**src/rtl/multicycle_adder_if.sv**
```systemverilog
// Operand/result handshake bundle for multicycle_adder.
// MULTICYCLE_ADDER_SUB_EN adds the sub_i operand-side control bit.
interface multicycle_adder_if #(
    parameter int WIDTH = 32
) ();
    logic             valid_i;
    logic             ready_o;
    logic [WIDTH-1:0] add1_i;
    logic [WIDTH-1:0] add2_i;
    logic             valid_o;
    logic             ready_i;
    logic [WIDTH-1:0] sum_o;
    logic             carry_o;
    logic             overflow_o;
`ifdef MULTICYCLE_ADDER_SUB_EN
    logic             sub_i;

    modport slave (
        input  valid_i, add1_i, add2_i, ready_i, sub_i,
        output ready_o, valid_o, sum_o, carry_o, overflow_o
    );
    modport master (
        output valid_i, add1_i, add2_i, ready_i, sub_i,
        input  ready_o, valid_o, sum_o, carry_o, overflow_o
    );
`else
    modport slave (
        input  valid_i, add1_i, add2_i, ready_i,
        output ready_o, valid_o, sum_o, carry_o, overflow_o
    );
    modport master (
        output valid_i, add1_i, add2_i, ready_i,
        input  ready_o, valid_o, sum_o, carry_o, overflow_o
    );
`endif
endinterface

```
**src/rtl/multicycle_adder.sv**
```systemverilog
// Bit-serial-by-slice adder: SLICE bits per cycle, LSB slice first, valid/ready on both sides.
// Optional subtract mode (sub_i) is built when MULTICYCLE_ADDER_SUB_EN is defined.
//
// state | meaning
// IDLE  | waiting for an operand pair (ready_o=1 once out of reset)
// BUSY  | adding one slice per cycle, N cycles
// DONE  | result presented, held until ready_i
module multicycle_adder #(
    parameter int WIDTH = 32,
    parameter int SLICE = 8
) (
    input logic                clk,
    input logic                rst_n,
    multicycle_adder_if.slave  bus
);
    localparam int N  = WIDTH / SLICE;
    localparam int CW = (N > 1) ? $clog2(N) : 1;

    typedef enum logic [1:0] {IDLE, BUSY, DONE} state_t;

    state_t           state_q;
    logic [WIDTH-1:0] a_q, b_q, acc_q, sum_q;
    logic [CW-1:0]    cnt_q;
    logic             carry_q, a_msb_q, b_msb_q;
    logic             valid_q, rdy_q, cout_q, ovf_q;

    logic [SLICE:0]         slice_s;
    logic [WIDTH+SLICE-1:0] cat_s;
    logic [WIDTH-1:0]       sum_full;
    logic [WIDTH-1:0]       b_in;
    logic                   c_in;
    logic                   accept;

    always_comb begin
        slice_s  = {1'b0, a_q[SLICE-1:0]} + {1'b0, b_q[SLICE-1:0]} + {{SLICE{1'b0}}, carry_q};
        cat_s    = {slice_s[SLICE-1:0], acc_q};
        sum_full = cat_s[WIDTH+SLICE-1:SLICE];
`ifdef MULTICYCLE_ADDER_SUB_EN
        // Subtraction is a + ~b + 1: invert b and seed the carry.
        b_in = bus.sub_i ? ~bus.add2_i : bus.add2_i;
        c_in = bus.sub_i;
`else
        b_in = bus.add2_i;
        c_in = 1'b0;
`endif
    end

    // rdy_q keeps ready_o low for the reset cycle; DONE passes ready_i through for back-to-back.
    assign bus.ready_o    = rdy_q | ((state_q == DONE) & bus.ready_i);
    assign accept         = bus.valid_i & bus.ready_o;
    assign bus.valid_o    = valid_q;
    assign bus.sum_o      = sum_q;
    assign bus.carry_o    = cout_q;
    assign bus.overflow_o = ovf_q;

    always_ff @(posedge clk) begin
        if (!rst_n) begin
            state_q <= IDLE;
            a_q     <= '0;
            b_q     <= '0;
            acc_q   <= '0;
            sum_q   <= '0;
            cnt_q   <= '0;
            carry_q <= 1'b0;
            a_msb_q <= 1'b0;
            b_msb_q <= 1'b0;
            valid_q <= 1'b0;
            rdy_q   <= 1'b0;
            cout_q  <= 1'b0;
            ovf_q   <= 1'b0;
        end else begin
            case (state_q)
                IDLE: begin
                    rdy_q <= 1'b1;
                    if (accept) begin
                        a_q     <= bus.add1_i;
                        b_q     <= b_in;
                        carry_q <= c_in;
                        cnt_q   <= '0;
                        a_msb_q <= bus.add1_i[WIDTH-1];
                        b_msb_q <= b_in[WIDTH-1];
                        rdy_q   <= 1'b0;
                        state_q <= BUSY;
                    end
                end
                BUSY: begin
                    a_q     <= a_q >> SLICE;
                    b_q     <= b_q >> SLICE;
                    acc_q   <= sum_full;
                    carry_q <= slice_s[SLICE];
                    cnt_q   <= cnt_q + 1'b1;
                    if (cnt_q == CW'(N - 1)) begin
                        state_q <= DONE;
                        valid_q <= 1'b1;
                        sum_q   <= sum_full;
                        cout_q  <= slice_s[SLICE];
                        ovf_q   <= (a_msb_q == b_msb_q) && (sum_full[WIDTH-1] != a_msb_q);
                    end
                end
                DONE: begin
                    if (bus.ready_i) begin
                        valid_q <= 1'b0;
                        if (accept) begin
                            a_q     <= bus.add1_i;
                            b_q     <= b_in;
                            carry_q <= c_in;
                            cnt_q   <= '0;
                            a_msb_q <= bus.add1_i[WIDTH-1];
                            b_msb_q <= b_in[WIDTH-1];
                            state_q <= BUSY;
                        end else begin
                            rdy_q   <= 1'b1;
                            state_q <= IDLE;
                        end
                    end
                end
                default: state_q <= IDLE;
            endcase
        end
    end
endmodule

```
**src/flat_wrapper.sv**
```systemverilog
// flat-port wrapper written by rule: the top's interface ports become plain ports
module multicycle_adder_flat 
#(
    parameter int WIDTH = 32,
    parameter int SLICE = 8
)
  (clk, rst_n, bus_valid_i, bus_add1_i, bus_add2_i, bus_ready_i, bus_ready_o, bus_valid_o, bus_sum_o, bus_carry_o, bus_overflow_o);
  multicycle_adder_if #(.WIDTH(WIDTH)) bus_i ();
  input logic clk;
  input logic rst_n;
  input wire logic [$bits(bus_i.valid_i)-1:0] bus_valid_i;
  input wire logic [$bits(bus_i.add1_i)-1:0] bus_add1_i;
  input wire logic [$bits(bus_i.add2_i)-1:0] bus_add2_i;
  input wire logic [$bits(bus_i.ready_i)-1:0] bus_ready_i;
  output wire logic [$bits(bus_i.ready_o)-1:0] bus_ready_o;
  output wire logic [$bits(bus_i.valid_o)-1:0] bus_valid_o;
  output wire logic [$bits(bus_i.sum_o)-1:0] bus_sum_o;
  output wire logic [$bits(bus_i.carry_o)-1:0] bus_carry_o;
  output wire logic [$bits(bus_i.overflow_o)-1:0] bus_overflow_o;
  assign bus_i.valid_i = bus_valid_i;
  assign bus_i.add1_i = bus_add1_i;
  assign bus_i.add2_i = bus_add2_i;
  assign bus_i.ready_i = bus_ready_i;
  assign bus_ready_o = bus_i.ready_o;
  assign bus_valid_o = bus_i.valid_o;
  assign bus_sum_o = bus_i.sum_o;
  assign bus_carry_o = bus_i.carry_o;
  assign bus_overflow_o = bus_i.overflow_o;
  multicycle_adder #(.WIDTH(WIDTH), .SLICE(SLICE)) u_core (.clk(clk), .rst_n(rst_n), .bus(bus_i));
endmodule
```
**config.mk**
```make
export PLATFORM = sky130hd
export DESIGN_NAME = multicycle_adder_flat
export DESIGN_NICKNAME = d
export VERILOG_FILES = /design/src/rtl/multicycle_adder_if.sv /design/src/rtl/multicycle_adder.sv /design/src/flat_wrapper.sv
export SDC_FILE = /design/constraint.sdc
export NUM_CORES = 1
export LEC_CHECK = 0
export BUFFER_PORTS_ARGS = -buffer_cell sky130_fd_sc_hd__buf_2
export CORE_MARGIN = 4
export CORE_UTILIZATION = 45
export DETAILED_ROUTE_END_ITERATION = 7
export GPL_TIMING_DRIVEN = 0
export PLACE_DENSITY = 0.66
export SETUP_SLACK_MARGIN = 0.02
export SYNTH_ARGS = -nofsm -noshare
export SYNTH_HDL_FRONTEND = slang
export SYNTH_SLANG_ARGS = --single-unit
```
**constraint.sdc**
```tcl
create_clock -name clk -period 3.05 [get_ports clk]
set_input_delay 0 -clock clk [delete_from_list [all_inputs] [get_ports clk]]
set_output_delay 0 -clock clk [all_outputs]
set_load 0.02 [all_outputs]
```
### Yosys cells after proc, flatten, opt, wreduce, memory -nomap -nowiden

Index checks and enable logic that the tools add are counted.
Widths: inputs -> output; s select.

* bits of input ports: 68
* word-level logic and storage cells: 69
* output and inout bits: 36
* register bits after elaboration: 139

* reductions and logical operators: 11
* $add $sub $neg: 3
* bitwise gates (word level): 3
* multiplexer cells: 30
* equality and inequality tests: 9

Operators by type and width (count)
* $pmux 32 s3: 2
* $mux 32: 4
* $mux 1: 12
* $pmux 2 s3: 2
* $mux 2: 5
* $add 8x8->9: 1
* $add 9x1->9: 1
* $reduce_and 3->1: 3
* $pmux 1 s2: 4
* $reduce_and 2->1: 3
* $eq 2x2->1 const B: 2
* $ne 2x1->1 const B: 2
* $ne 2x2->1 const B: 2
* $reduce_bool 2->1: 2
* $pmux 1 s3: 1
* $reduce_bool 3->1: 1
* $add 2x1->2 const B: 1
* $and 1x1->1: 2
* $eq 2x1->1 const B: 1
* $logic_not 2->1: 1
* $eq 1x1->1: 1
* $logic_and 1x1->1: 1
* $ne 1x1->1: 1
* $or 1x1->1: 1

### Logic depth before layout (Yosys ltp)

* depth in word-level cells: 7
* depth in mapped cells: 7
* gate-level depth less buffers: 7

### Worst setup path before layout

OpenSTA, ideal clock, no wires.

* path kind: flip-flop to flip-flop
* start point: register u_core.carry_q
* end point: register u_core.carry_q
* cell stages (with the launch flop): 8
* data arrival time: 2.143 ns
* period minus slack after synthesis: 2.267 ns
* path slack: 0.783 ns
* path buffers: 0
* cells stage by stage: dfxtp_1 fa_1 fa_1 a211oi_1 o21bai_1 or3_1 a31oi_1 o21ai_0

* word-level cells in the longest chain between the ends: 3

RTL lines
* from (decl): RTL line multicycle_adder.sv:24 `logic carry_q, a_msb_q, b_msb_q;`
* from (signal assigned): RTL line multicycle_adder.sv:78 `carry_q <= c_in;`
* from (signal assigned): RTL line multicycle_adder.sv:90 `carry_q <= slice_s[SLICE];`
* from (signal assigned): RTL line multicycle_adder.sv:106 `carry_q <= c_in;`
* parallel branches: the longest is 2 deep, another holds $add 9x1->9
* $pmux 1 s3 *: RTL line multicycle_adder.sv:72 `case (state_q)`

Every way passes the cells marked *. The select of a mux whose other input is x is not followed.
A chain may end at the register's enable or synchronous reset.

### Final worst setup path

Same ends and word-level chain as after synthesis.

==> results.cfg <==
[run_status]
status = finished, final reports clean

[sta]
grt_setup_unrepaired = no
maxSlewViolCount = 0
hold_violations = 0
worst_slew_pin_slew_ns = 0.578
skew_ns = 0.00830
finalCritPeriodShare = 0.828
tns_ns = 0
setup_viol = 0
relSlewSlack = 0.615
fmax_mhz = 396
fin_crit_ns = 2.53

[setup_path]
critPathLaunch = u_core.carry_q
critPathArrivalTime_ns = 2.82
endpoint = u_core.carry_q
r2r_slack_ns = 0.52
required_ns = 3.35
rr_worst_depth = 7
cpMostUsedCell = fa_1
worstSetupPathType = flip-flop to flip-flop
r2r_start = u_core.carry_q
crit_fanout = 3
crit_chain = fa_1 -> fa_1 -> a211oi_1 -> o21bai_1 -> or3_1 -> a31oi_1 -> o21ai_0
cp-end-kind = flip-flop
critical_path.max_stage_delay_ns = 0.50
slowest_stage = fa_1
rr_endpoint = u_core.carry_q
crit_path_start_kind = flip-flop

[die]
ioPinCount = 104
dieArea_um2 = 14500
dieWidth_um = 120
dieHeight_um = 120
start_util = 0.466
coreArea_um2 = 12200
num_rows = 40

[layout]
drive_above_1_share = 0.192
final_nets = 936
mostFrequentLayoutCells = nand2_1, dfxtp_1, buf_2, nand3_1, a21boi_0
syn2layout_area_growth_pct = 35.1
final_common_cell = nand2_1
num_antenna_cells = 0
fin_util = 0.630
fin_area_um2 = 7660

[cts]
path_clk_slew_ns = 0.06
clock_path_buffers = 2
clk_latency_ns = 0.41
clockRootBuffer = clkbuf_16
post-cts-setup-buffers = 0
cts_resized = 0
ctsHtreeMaxLevel = 4
cts_tree = yes
cts_buffers = 17
cts.sinks = 131

[global_route]
grt_max_degree = 17
grt_pass1_vias = 5384
overflow = 0
grt_pass1_wl_um = 25500
grt_usage = 0.223
grt_antenna_before_repair = 0

[drt]
drcViolationCount = 0
drtIter0Drc = 288
wl_per_cell_um = 15.3
drt_wl_total_um = 15900
ant_nets = 0
avgViaCountPerCell = 5.20
num_vias = 5401
drtPass1Iterations = 5

[power_and_ir_drop]
p_leak_nw = 3.61
pwr_density_cell_nw_per_um2 = 613
ir_drop_mv = 0.361

[logic_synthesis]
synth_seq_cells = 131
synth.cell_area_um2 = 5670
synth_warnings = 0
synth.distinct_cells = 37
syn-num-nets = 751
yosysSeqAreaShare = 0.463
synth_cells = 673
postSynthAreaPerCell_um2 = 8.42

[placed_design]
portBuffers = 102
dpl.hpwl_um = 11400
gp_congestion = 0.854
placed_area_um2 = 6390

[run]
cap_viol_max_count = 0

[worst_hold_path]
hp-start = bus_add1_i[23]
hp-class = primary input to flip-flop
==> synthesized netlist by cell type <==
cell	instances	area (µm²)
nor2_1	2	7.51
o211ai_1	1	7.51
clkbuf_2	1	5.00
nand2b_4	1	13.8
a21o_1	3	22.5
o211a_1	50	500
o21bai_1	2	15.0
mux2_4	1	15.0
o22a_1	1	8.76
buf_4	6	45.0
nand4_1	2	12.5
a211oi_1	2	15.0
a21oi_1	8	40.0
o21a_1	2	15.0
and3_1	1	6.26
buf_2	22	110
and2b_1	1	7.51
clkbuf_1	27	101
dfxtp_1	131	2620
a211o_1	1	8.76
nand2_1	225	845
nor2b_1	3	18.8
a22oi_1	1	7.51
fa_1	2	40.0
nor3b_1	1	7.51
and2_1	1	6.26
nand3_1	73	365
o21ai_0	7	35.0
a21boi_0	72	541
o22ai_2	1	12.5
or3_1	1	6.26
ha_1	8	100
xnor2_1	4	35.0
or4b_1	2	20.0
a31oi_1	2	12.5
nand2b_1	4	25.0
mux2_2	1	11.3
==> kinds of logic (layout without fill, tap and decap cells) <==
family / after synthesis / in the layout / synth area share
compound gates: 153 / 153 / 0.219
xor+xnor: 4 / 4 / 0.00618
fa+ha+maj: 10 / 10 / 0.0247
buf+inv: 56 / 254 / 0.0461
flops: 131 / 131 / 0.463
mux: 2 / 2 / 0.00463
simple gates: 317 / 317 / 0.237
==> worst min path at each step <==
| stage | slack (ns) | end | cells after the start |
|---|---|---|---|
| finish | 0.03 | u_core.a_q[23] | 4 |
| global route | 0.02 | u_core.a_q[23] | 4 |
| CTS | 0.007 | u_core.rdy_q | 4 |
| detailed placement | 0.28 | u_core.b_q[27] | 3 |
| global placement | 0.27 | u_core.a_q[27] | 3 |
| floorplan | 0.16 | u_core.a_q[24] | 2 |
==> worst max-delay path, delay by kind of cell (launching register included) <==
family          cells  cell delay [ns]
simple gates        1             0.33
compound gates      4             0.74
fa+ha+maj           2             0.99
flops               1             0.34
==> through the flow <==
step / power [mW] / instances / setup WS [ns] / hold slack, ns
after floorplan: 2.30 / 673 / 0.783 / 0.158
after global placement: 2.47 / 943 / 0.660 / 0.269
after CTS: 4.72 / 1039 / 0.521 / 0.00706
final: 4.69 / 1039 / 0.525 / 0.0262
after global routing: 4.88 / 1039 / 0.359 / 0.0243
after detailed placement: 2.50 / 943 / 0.530 / 0.280
==> registers in the layout (all words and copies together), names as in the netlist <==
register               flops
u_core.b_msb_q             1
u_core.b_q                32
u_core.a_msb_q             1
u_core.cnt_q               2
u_core.bus.overflow_o      1
u_core.bus.sum_o          32
u_core.acc_q              24
u_core.bus.carry_o         1
u_core.bus.valid_o         1
u_core.rdy_q               1
u_core.a_q                32
u_core.state_q             2
u_core.carry_q             1
==> layout make-up <==
cell class,instances,area [µm²]
fill,1022,4500
multi-input combinational,486,2780
sequential,131,2620
timing repair buffer,166,1150
clock buffer,17,425
buffer,56,262
tap,168,210
clock inverter,15,205
==> what timing repair did <==
action,in CTS,in global routing
setup endpoints to repair,0,0
hold buffers,64,0
hold endpoints to repair,66,0
==> layer usage <==
metal | up-vias | routed length, µm | track usage
met5 | - | 0 | 0
met4 | 0 | 451 | 0.0963
li1 | 2672 | - | -
met2 | 163 | 7740 | 0.379
met3 | 37 | 813 | 0.0426
met1 | 2529 | 6860 | 0.275
==> report_power, final <==
group | internal [mW] | total, mW | switching [mW] | leakage, nW
combinational | 0.291 | 0.646 | 0.354 | 2.25
clock | 1.37 | 2.16 | 0.785 | 0.300
sequential | 1.82 | 1.89 | 0.0680 | 1.07
Power figures use the tool's default switching activity.
